==> src/rtl/gcd_job_seq.sv <==
// rtl/gcd_job_seq.sv - tagged operand FIFO and one-at-a-time job sequencer for the gcd engine
// Results are captured with tag and saturating cycle count and held on a valid/ready output.
module gcd_job_seq #(
    parameter int DEPTH = 4,
    parameter int TAG_W = 4,
    parameter int CNT_W = 16
) (
    input  logic                     clk,
    input  logic                     reset_n,
    input  logic                     in_valid,
    output logic                     in_ready,
    input  logic [31:0]              in_a,
    input  logic [31:0]              in_b,
    input  logic [TAG_W-1:0]         in_tag,
    output logic                     out_valid,
    input  logic                     out_ready,
    output logic [31:0]              out_result,
    output logic [TAG_W-1:0]         out_tag,
    output logic [CNT_W-1:0]         out_cycles,
    output logic                     gcd_start,
    output logic [31:0]              gcd_a,
    output logic [31:0]              gcd_b,
    input  logic [31:0]              gcd_result,
    input  logic                     gcd_done,
    output logic [$clog2(DEPTH):0]   occupancy,
    output logic                     busy
);

    localparam int PTR_W = $clog2(DEPTH);
    localparam int OCC_W = PTR_W + 1;
    localparam logic [OCC_W-1:0] OCC_FULL = OCC_W'(DEPTH);
    localparam logic [CNT_W-1:0] CNT_MAX  = {CNT_W{1'b1}};

    typedef enum logic {
        ST_IDLE = 1'b0,
        ST_WAIT = 1'b1
    } state_t;

    state_t state_q, state_d;

    logic [31:0]      mem_a_q   [DEPTH];
    logic [31:0]      mem_a_d   [DEPTH];
    logic [31:0]      mem_b_q   [DEPTH];
    logic [31:0]      mem_b_d   [DEPTH];
    logic [TAG_W-1:0] mem_tag_q [DEPTH];
    logic [TAG_W-1:0] mem_tag_d [DEPTH];

    logic [PTR_W-1:0] wr_ptr_q, wr_ptr_d;
    logic [PTR_W-1:0] rd_ptr_q, rd_ptr_d;
    logic [OCC_W-1:0] occ_q, occ_d;

    logic             gcd_start_q, gcd_start_d;
    logic [31:0]      gcd_a_q, gcd_a_d;
    logic [31:0]      gcd_b_q, gcd_b_d;
    logic [TAG_W-1:0] tag_q, tag_d;
    logic [CNT_W-1:0] cnt_q, cnt_d;

    logic             out_valid_q, out_valid_d;
    logic [31:0]      out_result_q, out_result_d;
    logic [TAG_W-1:0] out_tag_q, out_tag_d;
    logic [CNT_W-1:0] out_cycles_q, out_cycles_d;

    logic fifo_full;
    logic fifo_empty;
    logic push;
    logic issue;

    // A pop in the same cycle never frees a slot for a push while full.
    assign fifo_full  = (occ_q == OCC_FULL);
    assign fifo_empty = (occ_q == '0);
    assign push       = in_valid && !fifo_full;
    // Issue only when the result slot will be free by the time the engine finishes.
    assign issue      = (state_q == ST_IDLE) && !fifo_empty && (!out_valid_q || out_ready);

    // State register
    always_ff @(posedge clk or negedge reset_n) begin
        if (!reset_n) begin
            state_q <= ST_IDLE;
        end else begin
            state_q <= state_d;
        end
    end

    // Next-state logic
    always_comb begin
        state_d = state_q;
        case (state_q)
            ST_IDLE: if (issue)    state_d = ST_WAIT;
            ST_WAIT: if (gcd_done) state_d = ST_IDLE;
            default:               state_d = ST_IDLE;
        endcase
    end

    // Datapath and output next values
    always_comb begin
        mem_a_d      = mem_a_q;
        mem_b_d      = mem_b_q;
        mem_tag_d    = mem_tag_q;
        wr_ptr_d     = wr_ptr_q;
        rd_ptr_d     = rd_ptr_q;
        occ_d        = occ_q + OCC_W'(push) - OCC_W'(issue);
        gcd_start_d  = 1'b0;
        gcd_a_d      = gcd_a_q;
        gcd_b_d      = gcd_b_q;
        tag_d        = tag_q;
        cnt_d        = cnt_q;
        out_valid_d  = out_valid_q;
        out_result_d = out_result_q;
        out_tag_d    = out_tag_q;
        out_cycles_d = out_cycles_q;

        if (push) begin
            mem_a_d[wr_ptr_q]   = in_a;
            mem_b_d[wr_ptr_q]   = in_b;
            mem_tag_d[wr_ptr_q] = in_tag;
            wr_ptr_d            = wr_ptr_q + PTR_W'(1);
        end

        if (out_valid_q && out_ready) begin
            out_valid_d = 1'b0;
        end

        if (issue) begin
            gcd_a_d     = mem_a_q[rd_ptr_q];
            gcd_b_d     = mem_b_q[rd_ptr_q];
            tag_d       = mem_tag_q[rd_ptr_q];
            rd_ptr_d    = rd_ptr_q + PTR_W'(1);
            gcd_start_d = 1'b1;
            cnt_d       = '0;
        end

        if (state_q == ST_WAIT) begin
            if (gcd_done) begin
                out_result_d = gcd_result;
                out_tag_d    = tag_q;
                out_cycles_d = (cnt_q == CNT_MAX) ? CNT_MAX : cnt_q + CNT_W'(1);
                out_valid_d  = 1'b1;
            end else if (cnt_q != CNT_MAX) begin
                cnt_d = cnt_q + CNT_W'(1);
            end
        end
    end

    always_ff @(posedge clk or negedge reset_n) begin
        if (!reset_n) begin
            for (int i = 0; i < DEPTH; i++) begin
                mem_a_q[i]   <= '0;
                mem_b_q[i]   <= '0;
                mem_tag_q[i] <= '0;
            end
            wr_ptr_q     <= '0;
            rd_ptr_q     <= '0;
            occ_q        <= '0;
            gcd_start_q  <= 1'b0;
            gcd_a_q      <= '0;
            gcd_b_q      <= '0;
            tag_q        <= '0;
            cnt_q        <= '0;
            out_valid_q  <= 1'b0;
            out_result_q <= '0;
            out_tag_q    <= '0;
            out_cycles_q <= '0;
        end else begin
            mem_a_q      <= mem_a_d;
            mem_b_q      <= mem_b_d;
            mem_tag_q    <= mem_tag_d;
            wr_ptr_q     <= wr_ptr_d;
            rd_ptr_q     <= rd_ptr_d;
            occ_q        <= occ_d;
            gcd_start_q  <= gcd_start_d;
            gcd_a_q      <= gcd_a_d;
            gcd_b_q      <= gcd_b_d;
            tag_q        <= tag_d;
            cnt_q        <= cnt_d;
            out_valid_q  <= out_valid_d;
            out_result_q <= out_result_d;
            out_tag_q    <= out_tag_d;
            out_cycles_q <= out_cycles_d;
        end
    end

    // Output assignments
    always_comb begin
        in_ready   = !fifo_full;
        out_valid  = out_valid_q;
        out_result = out_result_q;
        out_tag    = out_tag_q;
        out_cycles = out_cycles_q;
        gcd_start  = gcd_start_q;
        gcd_a      = gcd_a_q;
        gcd_b      = gcd_b_q;
        occupancy  = occ_q;
        busy       = (state_q == ST_WAIT);
    end

endmodule
==> config.mk <==
export PLATFORM = sky130hd
export DESIGN_NAME = gcd_job_seq
export DESIGN_NICKNAME = d
export VERILOG_FILES = /design/src/rtl/gcd_job_seq.sv
export SDC_FILE = /design/constraint.sdc
export NUM_CORES = 1
export LEC_CHECK = 0
export ABC_AREA = 0
export ABC_CLOCK_PERIOD_IN_PS = 4160
export BUFFER_PORTS_ARGS = -buffer_cell sky130_fd_sc_hd__buf_2
export CORE_ASPECT_RATIO = 0.8
export CORE_UTILIZATION = 30
export DETAILED_ROUTE_END_ITERATION = 6
export PLACE_DENSITY = 0.48
export SLEW_MARGIN = 10
export SYNTH_ARGS = -nofsm -noshare
export SYNTH_HDL_FRONTEND = slang
export SYNTH_SLANG_ARGS = --single-unit
==> constraint.sdc <==
create_clock -name clk -period 4.16 [get_ports clk]
set_clock_uncertainty 0.1 [all_clocks]
set_input_delay 0.208 -clock clk [delete_from_list [all_inputs] [get_ports clk]]
set_output_delay 0.208 -clock clk [all_outputs]
set_load 0.005 [all_outputs]
==> results of run 1 <==
## cells in the final DEF (no fill, tap or decap), types with 5 or more instances in the layout
| cell type | Yosys | routed |
|---|---|---|
| sky130_fd_sc_hd__nor2_1 | 23 | 23 |
| sky130_fd_sc_hd__buf_2 | 22 | 226 |
| sky130_fd_sc_hd__buf_4 | 0 | 22 |
| sky130_fd_sc_hd__clkbuf_16 | 0 | 49 |
| sky130_fd_sc_hd__nor3_1 | 7 | 7 |
| sky130_fd_sc_hd__a21oi_1 | 16 | 16 |
| sky130_fd_sc_hd__clkinv_2 | 0 | 10 |
| sky130_fd_sc_hd__o21ai_0 | 19 | 19 |
| sky130_fd_sc_hd__dlygate4sd3_1 | 0 | 103 |
| sky130_fd_sc_hd__mux4_2 | 68 | 68 |
| sky130_fd_sc_hd__inv_1 | 10 | 10 |
| sky130_fd_sc_hd__clkbuf_1 | 39 | 13 |
| sky130_fd_sc_hd__nand3_1 | 7 | 7 |
| sky130_fd_sc_hd__ha_1 | 7 | 7 |
| sky130_fd_sc_hd__clkbuf_8 | 0 | 10 |
| sky130_fd_sc_hd__mux2_2 | 272 | 272 |
| sky130_fd_sc_hd__nand2_1 | 339 | 335 |
| sky130_fd_sc_hd__dfrtp_1 | 418 | 416 |
| sky130_fd_sc_hd__xor2_1 | 5 | 5 |
| sky130_fd_sc_hd__xnor2_1 | 11 | 11 |
## cells in the mapped netlist, types with 2 or more instances
library cell,n
sky130_fd_sc_hd__xor2_1,5
sky130_fd_sc_hd__a211o_1,2
sky130_fd_sc_hd__dfrtp_1,418
sky130_fd_sc_hd__a21oi_1,16
sky130_fd_sc_hd__nor2b_1,2
sky130_fd_sc_hd__nand2b_1,4
sky130_fd_sc_hd__a21o_1,2
sky130_fd_sc_hd__buf_2,22
sky130_fd_sc_hd__a31oi_1,4
sky130_fd_sc_hd__nor2_1,23
sky130_fd_sc_hd__inv_1,10
sky130_fd_sc_hd__mux2_2,272
sky130_fd_sc_hd__and3_1,4
sky130_fd_sc_hd__ha_1,7
sky130_fd_sc_hd__nand4_1,4
sky130_fd_sc_hd__or3_1,2
sky130_fd_sc_hd__buf_1,18
sky130_fd_sc_hd__nand3_1,7
sky130_fd_sc_hd__o21ai_0,19
sky130_fd_sc_hd__and2_1,3
sky130_fd_sc_hd__xnor2_1,11
sky130_fd_sc_hd__mux4_2,68
sky130_fd_sc_hd__clkbuf_1,39
sky130_fd_sc_hd__nor3_1,7
sky130_fd_sc_hd__nand2_1,339
## through the flow
| step | power (W) | utilization [%] |
|---|---|---|
| global placement | 0.0133 | 34.2 |
| detailed placement | 0.0135 | 34.2 |
| floorplan | 0.0113 | - |
| finish | 0.0173 | 38.6 |
| global route | 0.0186 | 38.6 |
| CTS | 0.0177 | 38.6 |
## worst max-delay path: stages (launching register included)
cell and delay [ps]:
sky130_fd_sc_hd__dfrtp_1 440, sky130_fd_sc_hd__ha_1 280, sky130_fd_sc_hd__nand3_1 210, sky130_fd_sc_hd__or4_4 590, sky130_fd_sc_hd__a21oi_1 800, sky130_fd_sc_hd__o21ai_0 210
sky130_fd_sc_hd__o31ai_1 110
## cells by family (layout without fill, tap and decap cells)
logic type	after synthesis	count (layout)	synth area share (%)
flip-flops	418	418	59.5
AND/OR/NAND/NOR	402	402	9.19
multiplexers	341	341	26.2
buffers and inverters	92	448	2.17
AO/OA/AOI/OAI	48	48	1.54
XOR/XNOR	16	16	0.797
adder cells (fa/ha/maj)	8	8	0.612
other	0	3	0
## cell type report
cell class | count | share of cell area (%)
clock buffer | 72 | 6.39
multi-input combinational | 815 | 30.6
sequential | 418 | 47.3
antenna | 3 | 0.0340
inverter | 11 | 0.192
clock inverter | 10 | 0.238
timing repair buffer | 355 | 10.9
tap | 760 | 4.30
## where the power goes
group          switching, W  internal, W  leakage, nW  total, W
sequential          0.00122      0.00608         5.06   0.00730
clock               0.00163      0.00232        0.726   0.00395
combinational       0.00269      0.00340         4.45   0.00609
## flip-flops by register name, indices dropped and copies added (netlist names), 3 cells and up
| register | cells |
|---|---|
| mem_a_q | 128 |
| gcd_b | 32 |
| mem_tag_q | 16 |
| mem_b_q | 128 |
| out_tag | 4 |
| out_result | 32 |
| occupancy | 3 |
| out_cycles | 16 |
| tag_q | 4 |
| cnt_q | 16 |
| gcd_a | 32 |
## per-layer routing
layer,wire [um],vias up
met5,13,-
met4,776,2
met3,2050,60
met2,19600,239
met1,21300,5806
li1,-,5226
## path summary, 6_finish.rpt
kind	end	slack, ps	cells after the start
max	cnt_q[4]	1330	6
min	out_result[17]	190	2
max reg2reg	cnt_q[4]	1330	6
min reg2reg	out_tag[2]	360	2
max in group asynchronous	mem_a_q[70]	2740	3
min in group clk	wr_ptr_q[1]	190	4
==> flow_metrics.env, run 1 <==
export IMPL_vdd_ir_drop_worst_uv=351
export IMPL_finish_cell_count_without_fillers=2444
export IMPL_htreeDepth=2
export IMPL_avgViaCountPerCell=4.64
export IMPL_power_density_mw_per_mm2=784
export IMPL_fmax_mhz=353
export IMPL_tritoncts_num_sinks=418
export IMPL_rsz0062_at_grt="false"
export IMPL_design_core_area_mm2=0.0573
export IMPL_worstPathMaxFanout=11
export IMPL_die_height_um=219
export IMPL_drt_wirelength_per_cell_um=17.9
export IMPL_r2r_start="cnt_q[0]"
export IMPL_cts_made_buffers=46
export IMPL_max_slew_margin_pct=27.0
export IMPL_worst_hold_path_type="in -> async"
export IMPL_timing_critical_path_required_ps=4520
export IMPL_cts_repair_timing_setup_buffer_count=0
export IMPL_synth_async_sr_flop_share_pct=100
export IMPL_synth_area_per_cell_um2=13.3
export IMPL_finalWorstPathRequiredPeriod_ps=2830
export IMPL_synth_warning_count=0
export IMPL_synthDominantCellAreaShare_pct=59.5
export IMPL_initial_core_util_pct=30.7
export IMPL_dp_cells=2256
export IMPL_setup_viol=0
export IMPL_synthDominantAreaCellType="sky130_fd_sc_hd__dfrtp_1"
export IMPL_first_global_vias=12030
export IMPL_final_area_mm2=0.0221
export IMPL_grt_start_max_net_pins=94
export IMPL_endpoint_kind="register"
export IMPL_cts_root_to_sink_buffers=3
export IMPL_area_growth_pct=25.8
export IMPL_ys_seq_elements=418
export IMPL_routed_via_count=11333
export IMPL_max_cap_viol_count=0
export IMPL_multi_input_comb_area_mm2=0.00678
export IMPL_port_buffers=227
export IMPL_dp_hpwl_um=26700
export IMPL_timing_max_transition_violations_final=0
export IMPL_layout_drive_gt1_share_pct=40.1
export IMPL_floorplan_die_area_mm2=0.0596
export IMPL_worst_skew_pair_late_latency_ps=560
export IMPL_p_leak_nw=10.2
export IMPL_grt_met3_usage_pct=2.99
export IMPL_route_final_wire_length_um=43800
export IMPL_synth_fp_nets=1438
export IMPL_grt_pass1_wl_um=70200
export IMPL_track_usage_pct=15.0
export IMPL_number_of_nets_with_antenna_violations_after_detailed_routing=0
export IMPL_min_period_over_period_pct=68.1
export IMPL_design_final_nets=1760
export IMPL_ys_top_cells_by_area="sky130_fd_sc_hd__dfrtp_1 (59%), sky130_fd_sc_hd__mux2_2 (17%), sky130_fd_sc_hd__mux4_2 (8.7%), sky130_fd_sc_hd__nand2_1 (7.2%), sky130_fd_sc_hd__clkbuf_1 (0.83%)"
export IMPL_mappedNetlistArea_mm2=0.0176
export IMPL_worst_pin_slew_ps=1100
export IMPL_drc=0
export IMPL_grt_overflow_total=0
export IMPL_drt_pass_1_iters=6
export IMPL_place_gp_congestion=0.770
export IMPL_gates_resized_cts_repair=0
export IMPL_post_synth_inst_count=1325
export IMPL_placementRows=78
export IMPL_synth_enable_flop_cells=0
export IMPL_post_route_worst_setup_slack_ps=1330
export IMPL_seqCellArea_mm2=0.0105
export IMPL_final_fill_count=5504
export IMPL_dpl_worst_slack_ps=1390
export IMPL_globalRouteMet1Util_pct=21.6
export IMPL_top_usage_layer="met2"
export IMPL_cts_hold_buf=103
export IMPL_io_pin_count=228
export IMPL_cts_tree="done"
export IMPL_grt_antenna_before_repair=4
export IMPL_synth_seq_area_share_pct=59.5
export IMPL_tns_ps=0
export IMPL_cts_root_buf="sky130_fd_sc_hd__clkbuf_16"
export IMPL_critPathLaunchType="register"
export IMPL_run_status="completed"
export IMPL_yosys_most_used_dff="sky130_fd_sc_hd__dfrtp_1"
export IMPL_worst_ep_arrival_time_ps=3200
export IMPL_placement_cell_area_mm2=0.0196
export IMPL_groute_layer_met2_usage_pct=23.0
export IMPL_cp_startpoint="cnt_q[0]"
export IMPL_cts_reportedPaths_clkPinSlew_ps=60
export IMPL_finalHoldViolCount=0
export IMPL_drt_iter0_markers=407
export IMPL_hold_slack_ps=189
export IMPL_floorplan_die_width_um=273
export IMPL_ys_types=42
export IMPL_path_class="reg -> reg"
Note: power is estimated with default switching activity, not from simulation.
==> inputs of run 2 (changes only) <==
--- a/config.mk
+++ b/config.mk
@@ -6,12 +6,12 @@
 export NUM_CORES = 1
 export LEC_CHECK = 0
 export ABC_AREA = 0
-export ABC_CLOCK_PERIOD_IN_PS = 4160
+export ABC_CLOCK_PERIOD_IN_PS = 2300
 export BUFFER_PORTS_ARGS = -buffer_cell sky130_fd_sc_hd__buf_2
 export CORE_ASPECT_RATIO = 0.8
 export CORE_UTILIZATION = 30
 export DETAILED_ROUTE_END_ITERATION = 6
-export PLACE_DENSITY = 0.48
+export PLACE_DENSITY = 0.5
 export SLEW_MARGIN = 10
 export SYNTH_ARGS = -nofsm -noshare
 export SYNTH_HDL_FRONTEND = slang
==> constraint.sdc (replaced) <==
create_clock -name clk -period 2.3 [get_ports clk]
set_clock_uncertainty 0.1 [all_clocks]
set_input_delay 0.115 -clock clk [delete_from_list [all_inputs] [get_ports clk]]
set_output_delay 0.115 -clock clk [all_outputs]
set_load 0.005 [all_outputs]
==> flow_metrics.env, run 2 (synthesis results as in run 1) <==
export IMPL_track_usage_pct=15.1
export IMPL_biggestRegsByFlops="mem_a_q (128), mem_b_q (128)"
export IMPL_layout_drive_gt1_share_pct=41.3
export IMPL_critical_path_n_buffers_inverters=2
export IMPL_power_switching_w=0.0101
export IMPL_highest_cell_delay_on_the_worst_timing_path_ps=400
export IMPL_run_status="completed"
export IMPL_vdd_ir_drop_worst_uv=627
export IMPL_timing_critical_path_required_ps=2640
export IMPL_finish_cell_count_without_fillers=2469
export IMPL_critical_path_top_delay_family="adder cells"
export IMPL_drt_pass_1_iters=4
export IMPL_grt_pass1_wl_um=70600
export IMPL_mostFrequentLayoutCell="sky130_fd_sc_hd__dfrtp_1"
export IMPL_worstPathMaxFanout=2
export IMPL_design_final_nets=1789
export IMPL_finish_utilization_pct=39.4
export IMPL_power_density_mw_per_mm2=1420
export IMPL_floorplan_die_area_mm2=0.0596
export IMPL_dp_cells=2282
export IMPL_max_slew_margin_pct=63.1
export IMPL_placementRows=78
export IMPL_cts_root_buf="sky130_fd_sc_hd__clkbuf_16"
export IMPL_tritoncts_num_sinks=418
export IMPL_worst_pin_slew_ps=553
export IMPL_htreeDepth=2
export IMPL_avgViaCountPerCell=4.64
export IMPL_switching_share_pct=31.6
export IMPL_finalWorstPathRequiredPeriod_ps=2180
export IMPL_worst_r2r_path_depth=9
export IMPL_endpoint_kind="register"
export IMPL_drt_iter0_markers=398
export IMPL_fmax_mhz=458
export IMPL_design_core_area_mm2=0.0573
export IMPL_worst_hold_path_endpoint="out_result[15]"
export IMPL_intPower_w=0.0219
export IMPL_setup_viol=0
export IMPL_initial_core_util_pct=30.7
export IMPL_route_final_wire_length_um=44100
export IMPL_rsz0062_at_grt="false"
export IMPL_p_leak_nw=10.5
export IMPL_cp_cell_sequence="nor2b_1, or3_4, inv_4, ha_1, inv_1, ha_1, fa_2, xnor2_2, xnor2_1"
export IMPL_crit_slowest_cell="sky130_fd_sc_hd__or3_4"
export IMPL_reg_to_reg_end="occupancy[2]"
export IMPL_multi_input_comb_area_mm2=0.00679
export IMPL_power_frac_comb_pct=37.0
export IMPL_area_growth_pct=28.4
export IMPL_mostFrequentLayoutCells="sky130_fd_sc_hd__dfrtp_1 (416), sky130_fd_sc_hd__nand2_1 (335), sky130_fd_sc_hd__mux2_2 (272), sky130_fd_sc_hd__buf_2 (226), sky130_fd_sc_hd__dlygate4sd3_1 (105)"
export IMPL_ff2ff_setup_slack_ps=120
export IMPL_hold_slack_ps=189
export IMPL_drt_wirelength_per_cell_um=17.9
export IMPL_r2r_start="out_valid"
export IMPL_number_of_nets_with_antenna_violations_after_detailed_routing=0
export IMPL_worst_ep_arrival_time_ps=2520
export IMPL_critical_path_most_common_cell="sky130_fd_sc_hd__ha_1"
export IMPL_timing_max_transition_violations_final=0
export IMPL_critPathLaunchType="register"
export IMPL_cts_root_to_sink_buffers=3
export IMPL_min_period_over_period_pct=95.0
export IMPL_drc=0
export IMPL_cts_made_buffers=46
export IMPL_worst_skew_pair_late_latency_ps=570
export IMPL_worst_hold_path_type="in -> reg"
export IMPL_tns_ps=0
export IMPL_die_height_um=219
export IMPL_place_gp_congestion=0.792
export IMPL_cts_tree="done"
export IMPL_max_cap_viol_count=0
export IMPL_io_pin_count=228
export IMPL_grt_start_max_net_pins=76
export IMPL_holdPathStages=4
export IMPL_grt_overflow_total=0
export IMPL_path_class="reg -> reg"
export IMPL_cts_reportedPaths_clkPinSlew_ps=60
export IMPL_seqCellArea_mm2=0.0105
export IMPL_floorplan_die_width_um=273
export IMPL_grt_antenna_before_repair=5
export IMPL_share_clk_of_total_power_pct=22.9
export IMPL_timing_hold_worst_start="gcd_result[15]"
export IMPL_first_global_vias=12307
export IMPL_finalHoldViolCount=0
export IMPL_final_fill_count=5462
export IMPL_share_seq_of_total_power_pct=40.2
export IMPL_port_buffers=227
export IMPL_routed_via_count=11463
export IMPL_dp_hpwl_um=28000
run 2: cell count changes in the layout (fill, tap and decap cells not counted), moves of 2 or more:
cell                            change
sky130_fd_sc_hd__clkbuf_1           -5
sky130_fd_sc_hd__bufinv_16          +2
sky130_fd_sc_hd__dlygate4sd3_1      +2
sky130_fd_sc_hd__clkinv_2           -4
sky130_fd_sc_hd__buf_12            +15
sky130_fd_sc_hd__buf_4             +12
run 2: cell type report:
class,instances,area share (%)
clock inverter,10,0.466
tap,760,4.21
inverter,11,0.194
antenna,4,0.0443
multi-input combinational,815,30.1
sequential,418,46.4
clock buffer,67,6.17
timing repair buffer,384,12.5
run 2: what timing repair did:
item	4_1_cts	5_1_grt
setup endpoints to repair	0	1
hold buffers	106	0
hold endpoints to repair	730	0
resized for setup	0	3
setup buffers	0	0
run 2: worst max path at each step:
stage / start / to / slack [ps] / cells after the start
floorplan: out_valid / occupancy[2] / 3 / 10
global placement: out_valid / occupancy[2] / 150 / 9
detailed placement: out_valid / occupancy[2] / 80 / 9
CTS: out_valid / occupancy[2] / 60 / 9
global route: occupancy[0] / occupancy[2] / 20 / 11
finish: out_valid / occupancy[2] / 120 / 9
run 2: power groups by stage:
stage	registers, W	clock network, W	logic, W
finish	0.0129	0.00732	0.0118
detailed placement	0.0130	0	0.0119
floorplan	0.0125	0	0.00807
global placement	0.0128	0	0.0117
CTS	0.0129	0.00761	0.0121
global route	0.0134	0.00790	0.0131
run 2: worst register-to-register path: stages (launching register included):
cell,delay (ps)
sky130_fd_sc_hd__dfrtp_1,370
sky130_fd_sc_hd__nor2b_1,140
sky130_fd_sc_hd__or3_4,400
sky130_fd_sc_hd__inv_4,70
sky130_fd_sc_hd__ha_1,130
sky130_fd_sc_hd__inv_1,40
sky130_fd_sc_hd__ha_1,190
sky130_fd_sc_hd__fa_2,360
sky130_fd_sc_hd__xnor2_2,140
sky130_fd_sc_hd__xnor2_1,130
run 2: per-stage QoR:
stage | cell area [um^2] | total power [W] | setup slack, ps
detailed placement | 20000 | 0.0249 | 78.3
global route | 22600 | 0.0344 | 22.1
CTS | 22600 | 0.0326 | 57.8
global placement | 20000 | 0.0245 | 149
finish | 22600 | 0.0320 | 116
floorplan | 17600 | 0.0205 | 3.22
run 2: routing by layer:
layer,part of all wire [%],track usage (%)
met1,47,20.4
met2,46,24.4
met3,4.7,3.25
met4,1.8,3.84
met5,0.029,0
==> inputs of run 3 (changes only) <==
--- a/config.mk
+++ b/config.mk
@@ -9,9 +9,11 @@
 export ABC_CLOCK_PERIOD_IN_PS = 2300
 export BUFFER_PORTS_ARGS = -buffer_cell sky130_fd_sc_hd__buf_2
 export CORE_ASPECT_RATIO = 0.8
+export CORE_MARGIN = 4
 export CORE_UTILIZATION = 30
 export DETAILED_ROUTE_END_ITERATION = 6
 export PLACE_DENSITY = 0.5
+export RECOVER_POWER = 50
 export SLEW_MARGIN = 10
 export SYNTH_ARGS = -nofsm -noshare
 export SYNTH_HDL_FRONTEND = slang
==> flow_metrics.env, run 3 (synthesis results as in run 1) <==
export IMPL_run_status="complete, but fails checks"
export IMPL_violations="negative hold slack"
export IMPL_die_height_um=225
export IMPL_setup_viol=0
export IMPL_endpoint_kind="register"
export IMPL_r2r_start="out_valid"
export IMPL_power_density_mw_per_mm2=1420
export IMPL_grt_antenna_before_repair=4
export IMPL_worst_ep_arrival_time_ps=2590
export IMPL_finalWorstPathRequiredPeriod_ps=2210
export IMPL_floorplan_die_width_um=279
export IMPL_io_pin_count=228
export IMPL_critical_path_n_buffers_inverters=2
export IMPL_drt_wirelength_per_cell_um=17.6
export IMPL_htreeDepth=2
export IMPL_drc=0
export IMPL_cts_reportedPaths_clkPinSlew_ps=60
export IMPL_dp_hpwl_um=27600
export IMPL_port_buffers=227
export IMPL_place_gp_congestion=0.797
export IMPL_floorplan_die_area_mm2=0.0626
export IMPL_grt_start_max_net_pins=75
export IMPL_tritoncts_num_sinks=418
export IMPL_cp_startpoint="out_valid"
export IMPL_fmax_mhz=453
export IMPL_route_final_wire_length_um=43800
export IMPL_max_slew_margin_pct=13.5
export IMPL_drt_iter0_markers=521
export IMPL_worstPathMaxFanout=3
export IMPL_mostFrequentLayoutCell="sky130_fd_sc_hd__dfrtp_1"
export IMPL_critPathLaunchType="register"
export IMPL_design_final_nets=1786
export IMPL_max_cap_viol_count=0
export IMPL_rsz0062_at_grt="false"
export IMPL_avgViaCountPerCell=4.59
export IMPL_crit_slowest_cell="sky130_fd_sc_hd__or3_4"
export IMPL_highest_cell_delay_on_the_worst_timing_path_ps=400
export IMPL_timing_critical_path_required_ps=2680
export IMPL_biggestRegsByFlops="mem_a_q (128), mem_b_q (128)"
export IMPL_cts_made_buffers=46
export IMPL_worst_hold_path_type="in -> async"
export IMPL_drt_pass_1_iters=4
export IMPL_cts_repair_timing_setup_buffer_count=0
export IMPL_timing_max_transition_violations_final=0
export IMPL_layout_drive_gt1_share_pct=38.8
export IMPL_routed_via_count=11408
export IMPL_min_period_over_period_pct=96.0
export IMPL_cts_tree="done"
export IMPL_p_leak_nw=10.3
export IMPL_area_growth_pct=27.5
export IMPL_hold_slack_ps=-2.52
export IMPL_vdd_ir_drop_worst_uv=602
export IMPL_initial_core_util_pct=30.3
export IMPL_placementRows=79
export IMPL_first_global_vias=12216
export IMPL_critical_path_top_delay_family="adder cells"
export IMPL_cp_cell_sequence="nor2b_1, or3_4, inv_4, ha_1, inv_1, ha_1, fa_1, xnor2_1, xnor2_1"
export IMPL_mostFrequentLayoutCells="sky130_fd_sc_hd__dfrtp_1 (416), sky130_fd_sc_hd__nand2_1 (335), sky130_fd_sc_hd__mux2_2 (272), sky130_fd_sc_hd__buf_2 (193), sky130_fd_sc_hd__dlygate4sd3_1 (105)"
export IMPL_track_usage_pct=14.0
export IMPL_tns_ps=0
export IMPL_cts_root_buf="sky130_fd_sc_hd__clkbuf_16"
export IMPL_grt_pass1_wl_um=70500
export IMPL_finalHoldViolCount=2
export IMPL_path_class="reg -> reg"
export IMPL_number_of_nets_with_antenna_violations_after_detailed_routing=0
export IMPL_final_fill_count=5667
export IMPL_grt_overflow_total=0
export IMPL_worst_pin_slew_ps=1300
export IMPL_worst_skew_pair_late_latency_ps=560
export IMPL_design_core_area_mm2=0.0581
export IMPL_cts_root_to_sink_buffers=3
## run 3: cell count changes in the layout (fill, tap and decap cells not counted), moves of 2 or more
cell	before	now
sky130_fd_sc_hd__clkbuf_16	49	47
sky130_fd_sc_hd__clkinv_2	6	9
sky130_fd_sc_hd__clkbuf_2	0	6
sky130_fd_sc_hd__buf_4	34	24
sky130_fd_sc_hd__buf_12	18	12
sky130_fd_sc_hd__buf_2	226	193
sky130_fd_sc_hd__clkbuf_1	8	51
## run 3: worst paths after layout
check,to,slack [ps],cells past startpoint
worst max register to register,occupancy[2],90,9
max in group asynchronous,mem_b_q[120],400,3
worst min-delay path,gcd_b[8],-3,2
worst min register to register,gcd_b[21],370,2
worst max-delay path,occupancy[2],90,9
min in group clk,out_result[12],180,4
## run 3: cell type report
| cell class | instances | area (um^2) | share of cell area (%) |
|---|---|---|---|
| clock inverters | 15 | 138 | 0.614 |
| clock buffers | 70 | 1370 | 6.12 |
| inverters | 11 | 43.8 | 0.195 |
| repair buffers | 381 | 2640 | 11.8 |
| multi-input cells | 815 | 6780 | 30.3 |
| well taps | 769 | 962 | 4.29 |
| diodes | 4 | 10.0 | 0.0447 |
| flip-flops and latches | 418 | 10500 | 46.7 |
## run 3: power by group
group | internal [W] | leakage (nW) | switching [W]
clock | 0.00434 | 0.745 | 0.00301
combinational | 0.00634 | 4.50 | 0.00521
sequential | 0.0110 | 5.06 | 0.00188
## run 3: metrics by stage
| step | utilization (%) | cell area [um^2] | instances | setup WS (ps) | total power, W |
|---|---|---|---|---|---|
| detailed placement | 34.4 | 20000 | 2289 | 69.2 | 0.0248 |
| CTS | 38.8 | 22600 | 2479 | 64.8 | 0.0325 |
| floorplan | - | 17600 | 1325 | 3.22 | 0.0205 |
| finish | 38.6 | 22400 | 2483 | 92.2 | 0.0318 |
| global placement | 34.4 | 20000 | 2289 | 60.1 | 0.0244 |
| global route | 38.6 | 22400 | 2483 | 0.618 | 0.0341 |
## run 3: timing repair
item,CTS,global route
gates resized for setup,0,1
hold buffers,105,0
endpoints found under the hold margin,731,0
setup endpoints to repair,0,1
## run 3: layer usage
layer / part of all wire [%] / vias up / global-route usage [%]
li1: - / 5291 / -
met1: 47 / 5843 / 19.5
met2: 46 / 230 / 22.8
met3: 4.9 / 44 / 3.01
met4: 1.5 / 0 / 2.97
met5: 0 / - / 0
